## config.mk

```make
export PLATFORM = sky130hd
export DESIGN_NAME = main_fsm
export DESIGN_NICKNAME = d
export VERILOG_FILES = /design/src/rtl/main_fsm.sv
export SDC_FILE = /design/constraint.sdc
export NUM_CORES = 1
export LEC_CHECK = 0
export ABC_CLOCK_PERIOD_IN_PS = 1180
export CORE_MARGIN = 1
export CORE_UTILIZATION = 32
export CTS_CLUSTER_SIZE = 28
export DETAILED_ROUTE_END_ITERATION = 6
export GPL_TIMING_DRIVEN = 0
export PLACE_DENSITY = 0.79
export REMOVE_ABC_BUFFERS = 1
export SLEW_MARGIN = 20
export SYNTH_ARGS = -nofsm -noshare
export SYNTH_HDL_FRONTEND = slang
export SYNTH_SLANG_ARGS = --single-unit
```

## constraint.sdc

```tcl
create_clock -name clk -period 1.18 [get_ports clk]
set_input_delay 0.236 -clock clk [delete_from_list [all_inputs] [get_ports clk]]
set_output_delay 0.236 -clock clk [all_outputs]
set_load 0.02 [all_outputs]
```

## src/rtl/main_fsm.sv

```systemverilog
// Multicycle RV32I main controller: Moore FSM sequencing fetch/decode/execute/memory/writeback.
// Define MAIN_FSM_BNE_EN to let the branch state honour funct3 (beq/bne); otherwise every branch is beq.
module main_fsm (
    input  logic       clk,
    input  logic       reset,
    input  logic [6:0] op,
    input  logic [2:0] funct3,
    input  logic       zero,
    output logic       pc_write,
    output logic       adr_src,
    output logic       mem_write,
    output logic       ir_write,
    output logic [1:0] result_src,
    output logic [1:0] alu_src_a,
    output logic [1:0] alu_src_b,
    output logic [1:0] alu_op,
    output logic       reg_write,
    output logic [1:0] imm_src
);

    localparam logic [3:0] S_FETCH    = 4'd0;
    localparam logic [3:0] S_DECODE   = 4'd1;
    localparam logic [3:0] S_MEMADR   = 4'd2;
    localparam logic [3:0] S_MEMREAD  = 4'd3;
    localparam logic [3:0] S_MEMWB    = 4'd4;
    localparam logic [3:0] S_MEMWRITE = 4'd5;
    localparam logic [3:0] S_EXECUTER = 4'd6;
    localparam logic [3:0] S_ALUWB    = 4'd7;
    localparam logic [3:0] S_EXECUTEI = 4'd8;
    localparam logic [3:0] S_JAL      = 4'd9;
    localparam logic [3:0] S_BEQ      = 4'd10;

    localparam logic [6:0] OP_LOAD   = 7'b0000011;
    localparam logic [6:0] OP_STORE  = 7'b0100011;
    localparam logic [6:0] OP_RTYPE  = 7'b0110011;
    localparam logic [6:0] OP_ITYPE  = 7'b0010011;
    localparam logic [6:0] OP_JAL    = 7'b1101111;
    localparam logic [6:0] OP_BRANCH = 7'b1100011;

    logic [3:0] state_q;
    logic [3:0] state_d;

    logic       pc_update;
    logic       branch;
    logic       take;
    logic       ir_write_s;
    logic       mem_write_s;
    logic       reg_write_s;

    always_ff @(posedge clk or posedge reset) begin
        if (reset) begin
            state_q <= S_FETCH;
        end else begin
            state_q <= state_d;
        end
    end

    always_comb begin
        state_d = S_FETCH;
        case (state_q)
            S_FETCH:    state_d = S_DECODE;
            S_DECODE: begin
                case (op)
                    OP_LOAD, OP_STORE: state_d = S_MEMADR;
                    OP_RTYPE:          state_d = S_EXECUTER;
                    OP_ITYPE:          state_d = S_EXECUTEI;
                    OP_JAL:            state_d = S_JAL;
                    OP_BRANCH:         state_d = S_BEQ;
                    default:           state_d = S_FETCH;
                endcase
            end
            S_MEMADR:   state_d = (op == OP_LOAD) ? S_MEMREAD : S_MEMWRITE;
            S_MEMREAD:  state_d = S_MEMWB;
            S_MEMWB:    state_d = S_FETCH;
            S_MEMWRITE: state_d = S_FETCH;
            S_EXECUTER: state_d = S_ALUWB;
            S_ALUWB:    state_d = S_FETCH;
            S_EXECUTEI: state_d = S_ALUWB;
            S_JAL:      state_d = S_ALUWB;
            S_BEQ:      state_d = S_FETCH;
            default:    state_d = S_FETCH;
        endcase
    end

    always_comb begin
        pc_update   = 1'b0;
        branch      = 1'b0;
        ir_write_s  = 1'b0;
        mem_write_s = 1'b0;
        reg_write_s = 1'b0;
        adr_src     = 1'b0;
        result_src  = 2'b00;
        alu_src_a   = 2'b00;
        alu_src_b   = 2'b00;
        alu_op      = 2'b00;
        case (state_q)
            S_FETCH: begin
                ir_write_s = 1'b1;
                alu_src_b  = 2'b10;
                result_src = 2'b10;
                pc_update  = 1'b1;
            end
            S_DECODE: begin
                alu_src_a = 2'b01;
                alu_src_b = 2'b01;
            end
            S_MEMADR: begin
                alu_src_a = 2'b10;
                alu_src_b = 2'b01;
            end
            S_MEMREAD: begin
                adr_src = 1'b1;
            end
            S_MEMWB: begin
                result_src  = 2'b01;
                reg_write_s = 1'b1;
            end
            S_MEMWRITE: begin
                adr_src     = 1'b1;
                mem_write_s = 1'b1;
            end
            S_EXECUTER: begin
                alu_src_a = 2'b10;
                alu_op    = 2'b10;
            end
            S_ALUWB: begin
                reg_write_s = 1'b1;
            end
            S_EXECUTEI: begin
                alu_src_a = 2'b10;
                alu_src_b = 2'b01;
                alu_op    = 2'b10;
            end
            S_JAL: begin
                alu_src_a = 2'b01;
                alu_src_b = 2'b10;
                pc_update = 1'b1;
            end
            S_BEQ: begin
                alu_src_a = 2'b10;
                alu_op    = 2'b01;
                branch    = 1'b1;
            end
            default: begin
            end
        endcase
    end

`ifdef MAIN_FSM_BNE_EN
    always_comb begin
        case (funct3)
            3'b000:  take = zero;
            3'b001:  take = ~zero;
            default: take = 1'b0;
        endcase
    end
`else
    logic unused_funct3;
    assign unused_funct3 = ^funct3;
    assign take = zero;
`endif

    // The state already sits in FETCH during reset, so only the enables need masking.
    assign pc_write  = ~reset & (pc_update | (branch & take));
    assign ir_write  = ~reset & ir_write_s;
    assign mem_write = ~reset & mem_write_s;
    assign reg_write = ~reset & reg_write_s;

    always_comb begin
        case (op)
            OP_LOAD, OP_ITYPE: imm_src = 2'b00;
            OP_STORE:          imm_src = 2'b01;
            OP_BRANCH:         imm_src = 2'b10;
            OP_JAL:            imm_src = 2'b11;
            default:           imm_src = 2'b00;
        endcase
    end

endmodule

```

# Yosys cells after proc, flatten, opt, wreduce, memory -nomap -nowiden
# Index checks and enable logic that the tools add are counted.
[totals]
register_bits = 4
inputBits = 13
out_inout_bits = 15
word_cells = 48
[classes]
n_eq_ne = 16
n_mux = 14
bitwise_logic = 7
reduce_logical = 10
[op_table]
columns = ["cell", "count"]
rows = [
  ["$pmux W4 S5", 2],
  ["$eq A4 B3 Y1 const B", 4],
  ["$pmux W2 S2", 4],
  ["$eq A7 B6 Y1 const B", 2],
  ["$eq A7 B7 Y1 const B", 2],
  ["$eq A4 B4 Y1 const B", 3],
  ["$reduce_or A2 Y1", 6],
  ["$eq A4 B2 Y1 const B", 2],
  ["$eq A7 B2 Y1 const B", 1],
  ["$eq A7 B5 Y1 const B", 1],
  ["$mux W1", 6],
  ["$pmux W2 S3", 1],
  ["$reduce_or A3 Y1", 2],
  ["$and A1 B1 Y1", 5],
  ["$eq A4 B1 Y1 const B", 1],
  ["$logic_not A4 Y1", 1],
  ["$reduce_or A4 Y1", 1],
  ["$mux W3", 1],
  ["$not A1 Y1", 1],
  ["$or A1 B1 Y1", 1],
]

# Logic depth before layout (Yosys ltp)
[logic_depth]
ltp_word = 5
depth_mapped = 5
ltp_nobuf = 4

# Worst setup path before layout
# No wires, ideal clock.
[synth_path]
path_kind = "register to output"
start = "register state_q[0]"
end = "output port ir_write"
arrival_time_ns = 1.663
t_required_ns = 0.944
path_slack_ns = -0.719
path_stages_with_launch = 4
n_path_buf = 1
cell_sequence = "dfrtp_1 > buf_2 > nor4_1 > and2_1"
[synth_between]
elab_chain_cells = 3
[synth_lines]
columns = ["item", "line_no", "source"]
rows = [
  ["from (decl)", "40", "logic [3:0] state_q;"],
  ["from (signal assigned)", "54", "state_q <= state_d;"],
  ["$logic_not A4 Y1", "96", "case (state_q)"],
  ["$mux W1", "96", ""],
  ["$and A1 B1 Y1", "165", "assign ir_write = ~reset & ir_write_s;"],
  ["to (decl)", "12", "output logic ir_write,"],
]
# Every way passes these cells.

# Worst setup path in the final report
[layout_path]
start = "register state_q[3]"
end = "output port ir_write"
# Same word-level chain as after synthesis.

==> results.tsv <==
metric	value	unit
final WL	1976	um
commonest non-fill, non-tap cell in the layout	buf_4	
critical path class	flip-flop to output pin	
layout cells sized above 1	72.22	%
leakage	0.4434	nW
gr busiest metal	met2	
critical path arrival	1.43	ns
initial antenna violation count	0	
CP dominant cell by count	buf_6	
die width	40.09	um
most frequent cells in the layout	buf_4, buf_6, nand2_1	
Period Utilization, post-route	140.8	%
crit path max fanout	6	
global routing met1 resource utilization	28.90	%
All-Layer GR Usage	25.78	%
drc violations	0	
met3 Usage GRT	7.778	%
global-route track usage on met2	45.56	%
Reg clk slew, reported paths	0.04	ns
core area	1318	sq um
number of global-route vias before repair	601	
maximum clock path buffer count	2	
worst path cell trace	buf_6 > nor4_4 > and2_4 > buf_6	
vias	688	
Worst-Skew Late Latency	0.25	ns
Via density	5.593	
Synth Cell Area	464.2	sq um
DRT Pass-1 Iters	4	
Fillers	90	
Synthesis Warnings	0	
I/O pin cnt	28	
Yosys top cell by area	dfrtp_1	
Max Slew Vio Count	0	
CP endpoint kind	output pin	
final count of hold timing violations	0	
largest registers	state_q x4	
area grow syn2layout	124.8	%
path category of the worst min-delay check	input port to flip-flop	
Power Dens Cells	1399	nW/um^2
Iter 0 DRT Violations	7	
FF/Latch Area	105.1	sq um
largest net degree at the start of global routing	9	
H-tree depth	1	
violated checks	negative setup slack	
Total Neg Setup Slack	-5.127	ns
top cells by area, synth	dfrtp_1, nand2b_1, a21oi_1, nand2_1, nor2_1	
WP buf/inv	2	
GR Overflow Total	0	
Seq/Total Area, Yosys	21.56	%
Largest register FFs	4	
Avg Cell Area, Syn	7.033	sq um
Final nets	123	
Total Die Area	1607	sq um
#FFs+latches synth	4	
CTS Buf Count	3	
WL/cell	16.07	um
crit start category	flip-flop	
CP max stage cell	dfrtp_2	
setup violators final	17	
MaxCap Viol Count	0	
IO Port Bufs	24	
worst relative slew slack	78.62	%
first-pass GRT wire length	2704	um
WP data required	0.94	ns
worst hold slack	0.3070	ns
GP Congestion	0.7810	
slack of the critical path	-0.4817	ns
Initial Utilization	35.23	%
Final min period	1.662	ns
total power	1.460	mW
maximum clock rate	601.8	MHz
ANT nets after route	0	
cells after synthesis	66	
R2R setup slack	-0.08	ns
diode count	0	
worst-margin pin slew	0.3182	ns
DP Wirelength	934.8	um
root buf cell	clkbuf_4	
RSZ-0062 raised after global routing	yes	
# clock sinks	4	
footprint of the multi-input gates	500.5	sq um
die height	40.09	um
clk_skew	0.008865	ns
peak supply drop	1.105	mV
library cells used by synthesis	28	
CP delay by family, top	simple AND/OR/NAND/NOR gates	
CTS tree	yes	
most flop-heavy register	state_q	
status	finished, violations left	
Synth top area share	21.56	%
largest stage delay on the critical path	0.45	ns
FP Rows	13	
==> power by group <==
part | total, mW | internal [mW] | switching, mW
sequential | 0.228 | 0.164 | 0.0636
clock | 0.190 | 0.115 | 0.0750
combinational | 1.04 | 0.555 | 0.488
==> tightest hold or removal path, stage by stage <==
cell and delay, ns:
buf_2 0.11, nand4_1 0.06, o211ai_1 0.10
==> timing repair <==
item | 4_1_cts | 5_1_grt
hold buffers | 0 | 0
pin swaps | 10 | 10
setup buffers | 17 | 2
gates resized for setup | 143 | 28
endpoints found under the setup margin | 19 | 18
==> logic make-up after synthesis <==
logic type	count (synthesis)	synth area share, %
compound gates	15	20.75
fa+ha+maj	1	2.156
buf+inv	6	5.659
simple gates	39	47.98
flops	4	21.56
xor+xnor	1	1.887
==> cells in the mapped netlist (all sizes together) <==
library cell  number
nor2b              2
o22ai              1
inv                2
o21bai             2
nor4b              1
nor4               2
xor2               1
nor2               8
a21oi              6
o211ai             2
nand2              8
dfrtp              4
nor3               4
maj3               1
o21ai              1
and3               3
buf                3
or2                1
a211oi             1
a41oi              1
nand4              1
and2               3
or3                1
clkbuf             1
nand2b             5
o31a               1
==> metrics by stage <==
stage	cells	cell area, sq um	utilization [%]	worst slack, ns
5_1_grt	123	1044	79.20	-0.5492
4_1_cts	121	938.4	71.23	-0.4322
6_report	123	1044	79.20	-0.4817
3_5_place_dp	101	704.4	53.47	-0.9899
2_1_floorplan	62	445.4	-	-0.6649
3_3_place_gp	101	704.4	53.47	-0.9833
==> path summary, 6_finish.rpt <==
path                                      start              endpoint  cells after the start
max                        state_q[3]$_DFF_PP0_              ir_write                      4
min                                       op[0]  state_q[1]$_DFF_PP0_                      3
max reg2reg                state_q[0]$_DFF_PP0_  state_q[1]$_DFF_PP0_                      5
min reg2reg                state_q[1]$_DFF_PP0_  state_q[3]$_DFF_PP0_                      2
max in group asynchronous                 reset  state_q[1]$_DFF_PP0_                      2
min in group asynchronous                 reset  state_q[0]$_DFF_PP0_                      2
==> area by class of cell <==
cell class,instances,share of cell area (%)
Inverter,2,0.7194
Sequential cell,4,10.07
Clock buffer,3,2.158
Timing Repair Buffer,43,37.29
Tap cell,15,1.799
Multi-Input combinational cell,56,47.96
==> metal layers <==
layer / wire (um) / vias to the layer above / share of wire [%]
met3: 152 / 10 / 7.7
met4: 79 / 0 / 4.0
met1: 701 / 321 / 35
met5: 0 / - / 0
li1: - / 320 / -
met2: 1042 / 37 / 53
(Power assumes the default switching activity.)
